### src/rtl/speed_meas_pkg.sv
// Shared types and constants for the ring-oscillator speed-test reader.
package speed_meas_pkg;

  localparam int COUNT_W = 24;

  typedef enum logic [3:0] {
    IDLE, RSTDUT, ARM, TRIG, SETTLE, STOP, READ, CHECK, DONE
  } state_t;

  // Output-select codes for the speed-test out bus
  localparam logic [2:0] SEL_NONE   = 3'd0;
  localparam logic [2:0] SEL_C0_B0  = 3'd1;
  localparam logic [2:0] SEL_C0_B1  = 3'd2;
  localparam logic [2:0] SEL_C0_B2  = 3'd3;
  localparam logic [2:0] SEL_C1_B0  = 3'd4;
  localparam logic [2:0] SEL_C1_B1  = 3'd5;
  localparam logic [2:0] SEL_C1_B2  = 3'd6;
  localparam logic [2:0] SEL_STATUS = 3'd7;

  // err[] bit positions
  localparam int ERR_ARM      = 0;
  localparam int ERR_FIRE     = 1;
  localparam int ERR_RANGE    = 2;
  localparam int ERR_MISMATCH = 3;

  function automatic int max3(input int a, input int b, input int c);
    int m;
    m = (a > b) ? a : b;
    return (m > c) ? m : c;
  endfunction

endpackage

### src/rtl/speed_meas_check.sv
// Combinational sanity checks on the two captured down-counter values:
// range/overflow (too small, or MSB clear meaning the counter wrapped
// past half scale) and counter-to-counter mismatch.
module speed_meas_check
  import speed_meas_pkg::*;
#(
  parameter int MIN_COUNT = 10,
  parameter int MAX_DIFF  = 3
) (
  input  logic [COUNT_W-1:0] count0,
  input  logic [COUNT_W-1:0] count1,
  output logic               range_err,
  output logic               mismatch_err
);

  logic [COUNT_W-1:0] diff;

  // Unsigned magnitude of the difference, never wrapping
  always_comb begin
    diff         = (count0 >= count1) ? (count0 - count1) : (count1 - count0);
    range_err    = (count0 < COUNT_W'(MIN_COUNT)) || (count1 < COUNT_W'(MIN_COUNT)) ||
                   !count0[COUNT_W-1] || !count1[COUNT_W-1];
    mismatch_err = diff > COUNT_W'(MAX_DIFF);
  end

endmodule

### src/rtl/speed_meas_reader.sv
// Measurement sequencer for the ring-oscillator speed-test block: resets,
// arms, fires and stops the rings, then reads both 24-bit counters byte by
// byte and presents them with error flags on a valid/ready port.
// Optional macro SPEED_READER_TICKS_EN adds ticks0/ticks1/ticks_gt outputs.
module speed_meas_reader
  import speed_meas_pkg::*;
#(
  parameter int TRIG_CYCLES   = 2,
  parameter int SETTLE_CYCLES = 3,
  parameter int FIRE_TIMEOUT  = 16,
  parameter int MIN_COUNT     = 10,
  parameter int MAX_DIFF      = 3
) (
  input  logic                clk,
  input  logic                nrst,
  input  logic                start,
  output logic                busy,
  output logic                res_valid,
  input  logic                res_ready,
  output logic [COUNT_W-1:0]  count0,
  output logic [COUNT_W-1:0]  count1,
  output logic [3:0]          err,
  output logic                st_nrst,
  output logic                st_trig,
  output logic [2:0]          st_sel,
  output logic [1:0]          st_ring_en,
  input  logic [7:0]          st_out
`ifdef SPEED_READER_TICKS_EN
  ,
  output logic [COUNT_W-1:0]  ticks0,
  output logic [COUNT_W-1:0]  ticks1,
  output logic [1:0]          ticks_gt
`endif
);

  localparam int CNT_MAX = max3(FIRE_TIMEOUT, SETTLE_CYCLES, TRIG_CYCLES);
  localparam int CNT_W   = $clog2(CNT_MAX + 1);

  state_t             state_q, state_d;
  logic [CNT_W-1:0]   cnt_q, cnt_d;
  logic               busy_q, busy_d, res_valid_q, res_valid_d;
  logic [COUNT_W-1:0] count0_q, count0_d, count1_q, count1_d;
  logic [3:0]         err_q, err_d;
  logic               st_nrst_q, st_nrst_d, st_trig_q, st_trig_d;
  logic [2:0]         st_sel_q, st_sel_d;
  logic [1:0]         st_ring_en_q, st_ring_en_d;
  logic               range_err, mismatch_err;

  speed_meas_check #(.MIN_COUNT(MIN_COUNT), .MAX_DIFF(MAX_DIFF)) u_check (
    .count0       (count0_q),
    .count1       (count1_q),
    .range_err    (range_err),
    .mismatch_err (mismatch_err)
  );

  // Next-state and next-output logic; every output is the flop of its _d
  always_comb begin
    state_d      = state_q;
    cnt_d        = cnt_q;
    err_d        = err_q;
    count0_d     = count0_q;
    count1_d     = count1_q;
    st_nrst_d    = st_nrst_q;
    st_trig_d    = 1'b0;
    st_sel_d     = st_sel_q;
    st_ring_en_d = st_ring_en_q;
    case (state_q)
      IDLE: if (start) begin
        state_d      = RSTDUT;
        err_d        = '0;
        st_nrst_d    = 1'b0;
        st_ring_en_d = 2'b00;
        st_sel_d     = SEL_NONE;
      end
      RSTDUT: begin
        state_d      = ARM;
        st_nrst_d    = 1'b1;
        st_ring_en_d = 2'b11;
        st_sel_d     = SEL_NONE;
      end
      ARM: if (|st_out[7:6]) begin
        err_d[ERR_ARM] = 1'b1;
        st_ring_en_d   = 2'b00;
        state_d        = DONE;
      end else begin
        state_d   = TRIG;
        st_trig_d = 1'b1;
        cnt_d     = '0;
      end
      TRIG: if (cnt_q == CNT_W'(TRIG_CYCLES - 1)) begin
        state_d = SETTLE;
        cnt_d   = '0;
      end else begin
        st_trig_d = 1'b1;
        cnt_d     = cnt_q + CNT_W'(1);
      end
      SETTLE: if (cnt_q == CNT_W'(SETTLE_CYCLES - 1)) begin
        state_d      = STOP;
        st_ring_en_d = 2'b00;
        st_sel_d     = SEL_STATUS;
        cnt_d        = '0;
      end else begin
        cnt_d = cnt_q + CNT_W'(1);
      end
      STOP: if (st_out[6]) begin
        state_d  = READ;
        st_sel_d = SEL_C0_B0;
        cnt_d    = '0;
      end else if (cnt_q == CNT_W'(FIRE_TIMEOUT - 1)) begin
        err_d[ERR_FIRE] = 1'b1;
        st_sel_d        = SEL_NONE;
        state_d         = DONE;
      end else begin
        cnt_d = cnt_q + CNT_W'(1);
      end
      // cnt_q[0] is the phase: 0 = select driven, 1 = bus settled, capture
      READ: if (!cnt_q[0]) begin
        cnt_d = CNT_W'(1);
      end else begin
        cnt_d = '0;
        case (st_sel_q)
          SEL_C0_B0: count0_d[7:0]   = st_out;
          SEL_C0_B1: count0_d[15:8]  = st_out;
          SEL_C0_B2: count0_d[23:16] = st_out;
          SEL_C1_B0: count1_d[7:0]   = st_out;
          SEL_C1_B1: count1_d[15:8]  = st_out;
          SEL_C1_B2: count1_d[23:16] = st_out;
          default: ;
        endcase
        if (st_sel_q == SEL_C1_B2) begin
          state_d  = CHECK;
          st_sel_d = SEL_NONE;
        end else begin
          st_sel_d = st_sel_q + 3'd1;
        end
      end
      CHECK: begin
        err_d[ERR_RANGE]    = range_err;
        err_d[ERR_MISMATCH] = mismatch_err;
        state_d             = DONE;
      end
      DONE: if (res_ready) state_d = IDLE;
      default: state_d = IDLE;
    endcase
    busy_d      = (state_d != IDLE);
    res_valid_d = (state_d == DONE);
  end

  // State and registered outputs; async reset aborts any run in progress
  always_ff @(posedge clk or negedge nrst) begin
    if (!nrst) begin
      state_q      <= IDLE;
      cnt_q        <= '0;
      busy_q       <= 1'b0;
      res_valid_q  <= 1'b0;
      count0_q     <= '0;
      count1_q     <= '0;
      err_q        <= '0;
      st_nrst_q    <= 1'b0;
      st_trig_q    <= 1'b0;
      st_sel_q     <= SEL_NONE;
      st_ring_en_q <= 2'b00;
    end else begin
      state_q      <= state_d;
      cnt_q        <= cnt_d;
      busy_q       <= busy_d;
      res_valid_q  <= res_valid_d;
      count0_q     <= count0_d;
      count1_q     <= count1_d;
      err_q        <= err_d;
      st_nrst_q    <= st_nrst_d;
      st_trig_q    <= st_trig_d;
      st_sel_q     <= st_sel_d;
      st_ring_en_q <= st_ring_en_d;
    end
  end

  assign busy       = busy_q;
  assign res_valid  = res_valid_q;
  assign count0     = count0_q;
  assign count1     = count1_q;
  assign err        = err_q;
  assign st_nrst    = st_nrst_q;
  assign st_trig    = st_trig_q;
  assign st_sel     = st_sel_q;
  assign st_ring_en = st_ring_en_q;

`ifdef SPEED_READER_TICKS_EN
  logic [COUNT_W-1:0] ticks0_q, ticks0_d, ticks1_q, ticks1_d;
  logic [1:0]         ticks_gt_q, ticks_gt_d;

  // Elapsed ring ticks, latched alongside the CHECK flags
  always_comb begin
    ticks0_d   = ticks0_q;
    ticks1_d   = ticks1_q;
    ticks_gt_d = ticks_gt_q;
    if (state_q == CHECK) begin
      ticks0_d   = {COUNT_W{1'b1}} - count0_q;
      ticks1_d   = {COUNT_W{1'b1}} - count1_q;
      ticks_gt_d = (count0_q < count1_q) ? 2'b01 :
                   (count1_q < count0_q) ? 2'b10 : 2'b00;
    end
  end

  // Tick result registers
  always_ff @(posedge clk or negedge nrst) begin
    if (!nrst) begin
      ticks0_q   <= '0;
      ticks1_q   <= '0;
      ticks_gt_q <= '0;
    end else begin
      ticks0_q   <= ticks0_d;
      ticks1_q   <= ticks1_d;
      ticks_gt_q <= ticks_gt_d;
    end
  end

  assign ticks0   = ticks0_q;
  assign ticks1   = ticks1_q;
  assign ticks_gt = ticks_gt_q;
`endif

endmodule

### config.mk
export PLATFORM = sky130hd
export DESIGN_NAME = speed_meas_reader
export DESIGN_NICKNAME = d
export VERILOG_FILES = /design/src/rtl/speed_meas_pkg.sv /design/src/rtl/speed_meas_check.sv /design/src/rtl/speed_meas_reader.sv
export SDC_FILE = /design/constraint.sdc
export NUM_CORES = 1
export LEC_CHECK = 0
export CAP_MARGIN = 40
export CORE_ASPECT_RATIO = 1.4
export CORE_MARGIN = 2
export CORE_UTILIZATION = 45
export DETAILED_ROUTE_END_ITERATION = 12
export PLACE_DENSITY = 0.74
export SLEW_MARGIN = 20
export SYNTH_ARGS = -nofsm -noshare
export SYNTH_HDL_FRONTEND = slang
export SYNTH_SLANG_ARGS = --single-unit
### constraint.sdc
create_clock -name clk -period 4.42 [get_ports clk]
set_input_delay 0.442 -clock clk [delete_from_list [all_inputs] [get_ports clk]]
set_output_delay 0.442 -clock clk [all_outputs]
set_load 0.02 [all_outputs]
==> results.yml, run 1 <==
place:
  placement.io_buffers: 72
  place.gp.congestion: 0.995
  place_ws_ns: 0.690
  dp.final_hpwl_um: 15300
synthesis:
  seq_area_frac_synth_pct: 28.8
  avgSynthCellArea_sq_um: 8.65
  synthCells: 694
  ys_seq_elements: 69
  netlist-cell-type-count: 79
  synth-warning-count: 0
  mappedNetlistNets: 760
  synth_largest_type_area_fraction_pct: 28.8
  synth_area_sq_um: 6000
  synth_area_leader_cell: "dfrtp_1"
  yosys.cell_count.top_type: "dfrtp_1"
  ys_async_sr_fraction_pct: 100
  ys_top_cells_by_count: "dfrtp_1, a21oi_1, inv_1"
  synth_ff_type: "dfrtp_1"
  netlist_top_cells_area: "dfrtp_1, ha_1, mux2_2, a21oi_1, inv_1"
  synth-edff-count: 0
cells_and_area:
  final_net_count: 818
  layout.filler_cells: 1188
  syn2layout_area_growth_pct: 19.1
  antennaDiodeCount: 0
  drive_above_1_share_pct: 12.8
route:
  vias: 5619
  detail_route.vias_per_cell: 6.01
  pre_repair_dr_iteration_count: 7
  ant_nets: 0
  finalWirelength_um: 19500
  drc: 0
  detailed_router_s_first_iteration_violation_count: 340
  post_drt_wl_per_cell_um: 20.8
clock_network:
  cts_buffers: 9
  ctsLongestPathBuffers: 2
  cts_resized: 0
  cts-root-buf: "clkbuf_16"
  tritoncts_clock_tree: "yes"
  cts_hold_buffers: 0
  insertion_delay_ns: 0.33
  worst_setup_hold_path_clk_slew_ns: 0.06
  post-cts-setup-buffers: 0
  htree_num_levels: 3
  clock_sinks: 69
floorplanning:
  num_io_pins: 73
  initial_core_util_pct: 46.4
  fp.dieArea_sq_um: 14300
  die_w_um: 102
  core_sq_um: 12900
  placementRows: 49
  die_height_um: 141
timing:
  timing.final.crit_period_ns: 3.82
  slew_headroom_pct: 42.3
  clock-skew-final_ns: 0.00851
  setup_viol_count_final: 0
  rsz0062_at_grt: "no"
  setup_slack_ns: 0.599
  fin_tns_setup_ns: 0
  final-max-slew-violation-count: 0
  timing.final.crit_share_pct: 86.5
  worstMarginPinSlew_ns: 0.858
  fmaxAchievable_ghz: 0.262
  number_of_hold_slack_violations_in_the_final_timing_report: 0
setup_path:
  arrival_time_at_the_worst_endpoint_ns: 4.03
  rrSetupSlack_ns: 0.60
  timing.critical_path.from_type: "flop"
  critPathKind: "flop to flop"
  critical_path_peak_fanout: 13
  crit_path_end_kind: "flop"
  worst-endpoint-required_ns: 4.63
hold_path:
  hold_path.class: "primary input to async pin"
power:
  max-vdd-ir-drop_uv: 467
  power_frac_seq_pct: 24.6
  clock_power_share_pct: 18.4
  power_per_cell_area_nw_per_um2: 547
  power_switching_share_pct: 46.0
  p_int_mw: 2.11
  share_of_total_power_in_combinational_logic_pct: 56.9
  p_switching_mw: 1.80
  leakage_nw: 3.30
flow_run:
  timing.max_cap.violations: 0
grt:
  grt_max_degree: 30
  grt_pass1_vias: 5722
  wire_length_of_the_first_global_routing_pass_um: 31000
  gr-usage-all-layers_pct: 28.0
  antenna_found_initial: 0
  overflow_left_after_global_routing: 0
run_status:
  outcome: "completed"
==> path summary, 6_finish.rpt <==
check                           from          to  cells after the start
setup / recovery           count0[0]      err[3]                     13
hold / removal                  nrst  count1[20]                      1
setup reg to reg           count0[0]      err[3]                     13
hold reg to reg             cnt_q[4]    cnt_q[4]                      2
max in group asynchronous       nrst  count1[14]                      3
min in group clk            cnt_q[4]    cnt_q[4]                      2
==> per-stage QoR <==
step	utilization (%)	area (sq um)	hold slack, ns	power (mW)	cells
2_1_floorplan	-	6000	0.146	2.43	694
3_3_place_gp	52.8	6830	0.486	3.12	918
3_5_place_dp	53.0	6850	0.396	3.14	919
4_1_cts	55.3	7150	0.0400	3.89	935
5_1_grt	55.3	7150	0.0543	4.16	935
6_report	55.3	7150	0.0425	3.91	935
==> cells in the final DEF, fill, tap and decap left out, types with 10 or more instances in the layout <==
master            n
ha_1             52
nand3_1          14
inv_1            60
nand2b_1         10
or2_2            11
mux2i_1          11
a21oi_1          62
nor2_1           41
nor3_1           16
dfrtp_1          69
a21o_1           20
clkdlybuf4s50_1  71
nand2_1          48
o21ai_0          35
mux2_2           43
==> cell families after synthesis <==
kind of cell | Yosys count | synth area share (%)
AOI/OAI and AO/OA | 208 | 23.6
and+or+nand+nor | 201 | 17.6
buffers and inverters | 92 | 6.31
DFF | 69 | 28.8
muxes | 54 | 9.90
adders and majority gates | 54 | 11.5
xor gates and xnor gates | 16 | 2.33
==> power by group through the flow <==
stage	Combinational, mW	Clock [mW]	Sequential (mW)
3_5_place_dp	2.18	0	0.964
4_1_cts	2.20	0.732	0.957
2_1_floorplan	1.41	0	1.02
6_report	2.23	0.721	0.963
5_1_grt	2.41	0.763	0.985
3_3_place_gp	2.16	0	0.956
==> routing by layer <==
| metal | global-route usage, % | share of wire, % | routed length (um) | vias up |
|---|---|---|---|---|
| met4 | 14.6 | 5.1 | 1000 | 0 |
| met2 | 48.6 | 51 | 10000 | 173 |
| met5 | 0 | 0 | 0 | - |
| li1 | - | - | - | 2630 |
| met3 | 3.47 | 3.6 | 697 | 62 |
| met1 | 33.0 | 40 | 7770 | 2754 |
==> cell type report <==
type	count	area [sq um]	share of cell area [%]
Clock buffer	9	225	3.15
Clock inverter	7	75.1	1.05
Inverter	60	225	3.15
Multi-Input combinational cell	533	3900	54.5
Sequential cell	69	1730	24.1
Tap cell	178	223	3.11
Timing Repair Buffer	79	781	10.9
==> worst max-delay path, cell delays in order, from the launching register on <==
cell and delay [ns]:
dfrtp_1 0.41, inv_1 0.07, ha_1 0.16, inv_1 0.06, fa_1 0.40, a21o_1 0.21
a21oi_1 0.21, a311oi_2 0.22, o31ai_4 0.76, mux2i_1 0.32, xor2_1 0.14, nor4_1 0.40
and4_1 0.25, a21oi_1 0.07
==> flip-flops by register name, indices dropped and copies added, names as in the netlist <==
| signal | flops |
|---|---|
| count0 | 24 |
| count1 | 24 |
| cnt_q | 5 |
| err | 4 |
| state_q | 4 |
| st_sel | 3 |
| busy | 1 |
| res_valid | 1 |
| st_nrst | 1 |
| st_ring_en | 1 |
| st_trig | 1 |
No activity file was read; power rests on OpenSTA's default activity.
==> inputs of run 2 (changes only) <==
--- a/config.mk
+++ b/config.mk
@@ -9,6 +9,7 @@
 export CORE_ASPECT_RATIO = 1.4
 export CORE_MARGIN = 2
 export CORE_UTILIZATION = 45
+export CTS_CLUSTER_DIAMETER = 40
 export DETAILED_ROUTE_END_ITERATION = 12
 export PLACE_DENSITY = 0.74
 export SLEW_MARGIN = 20
==> results of run 2 <==
The final DEF is identical to that of run 1; final timing and power are the same.
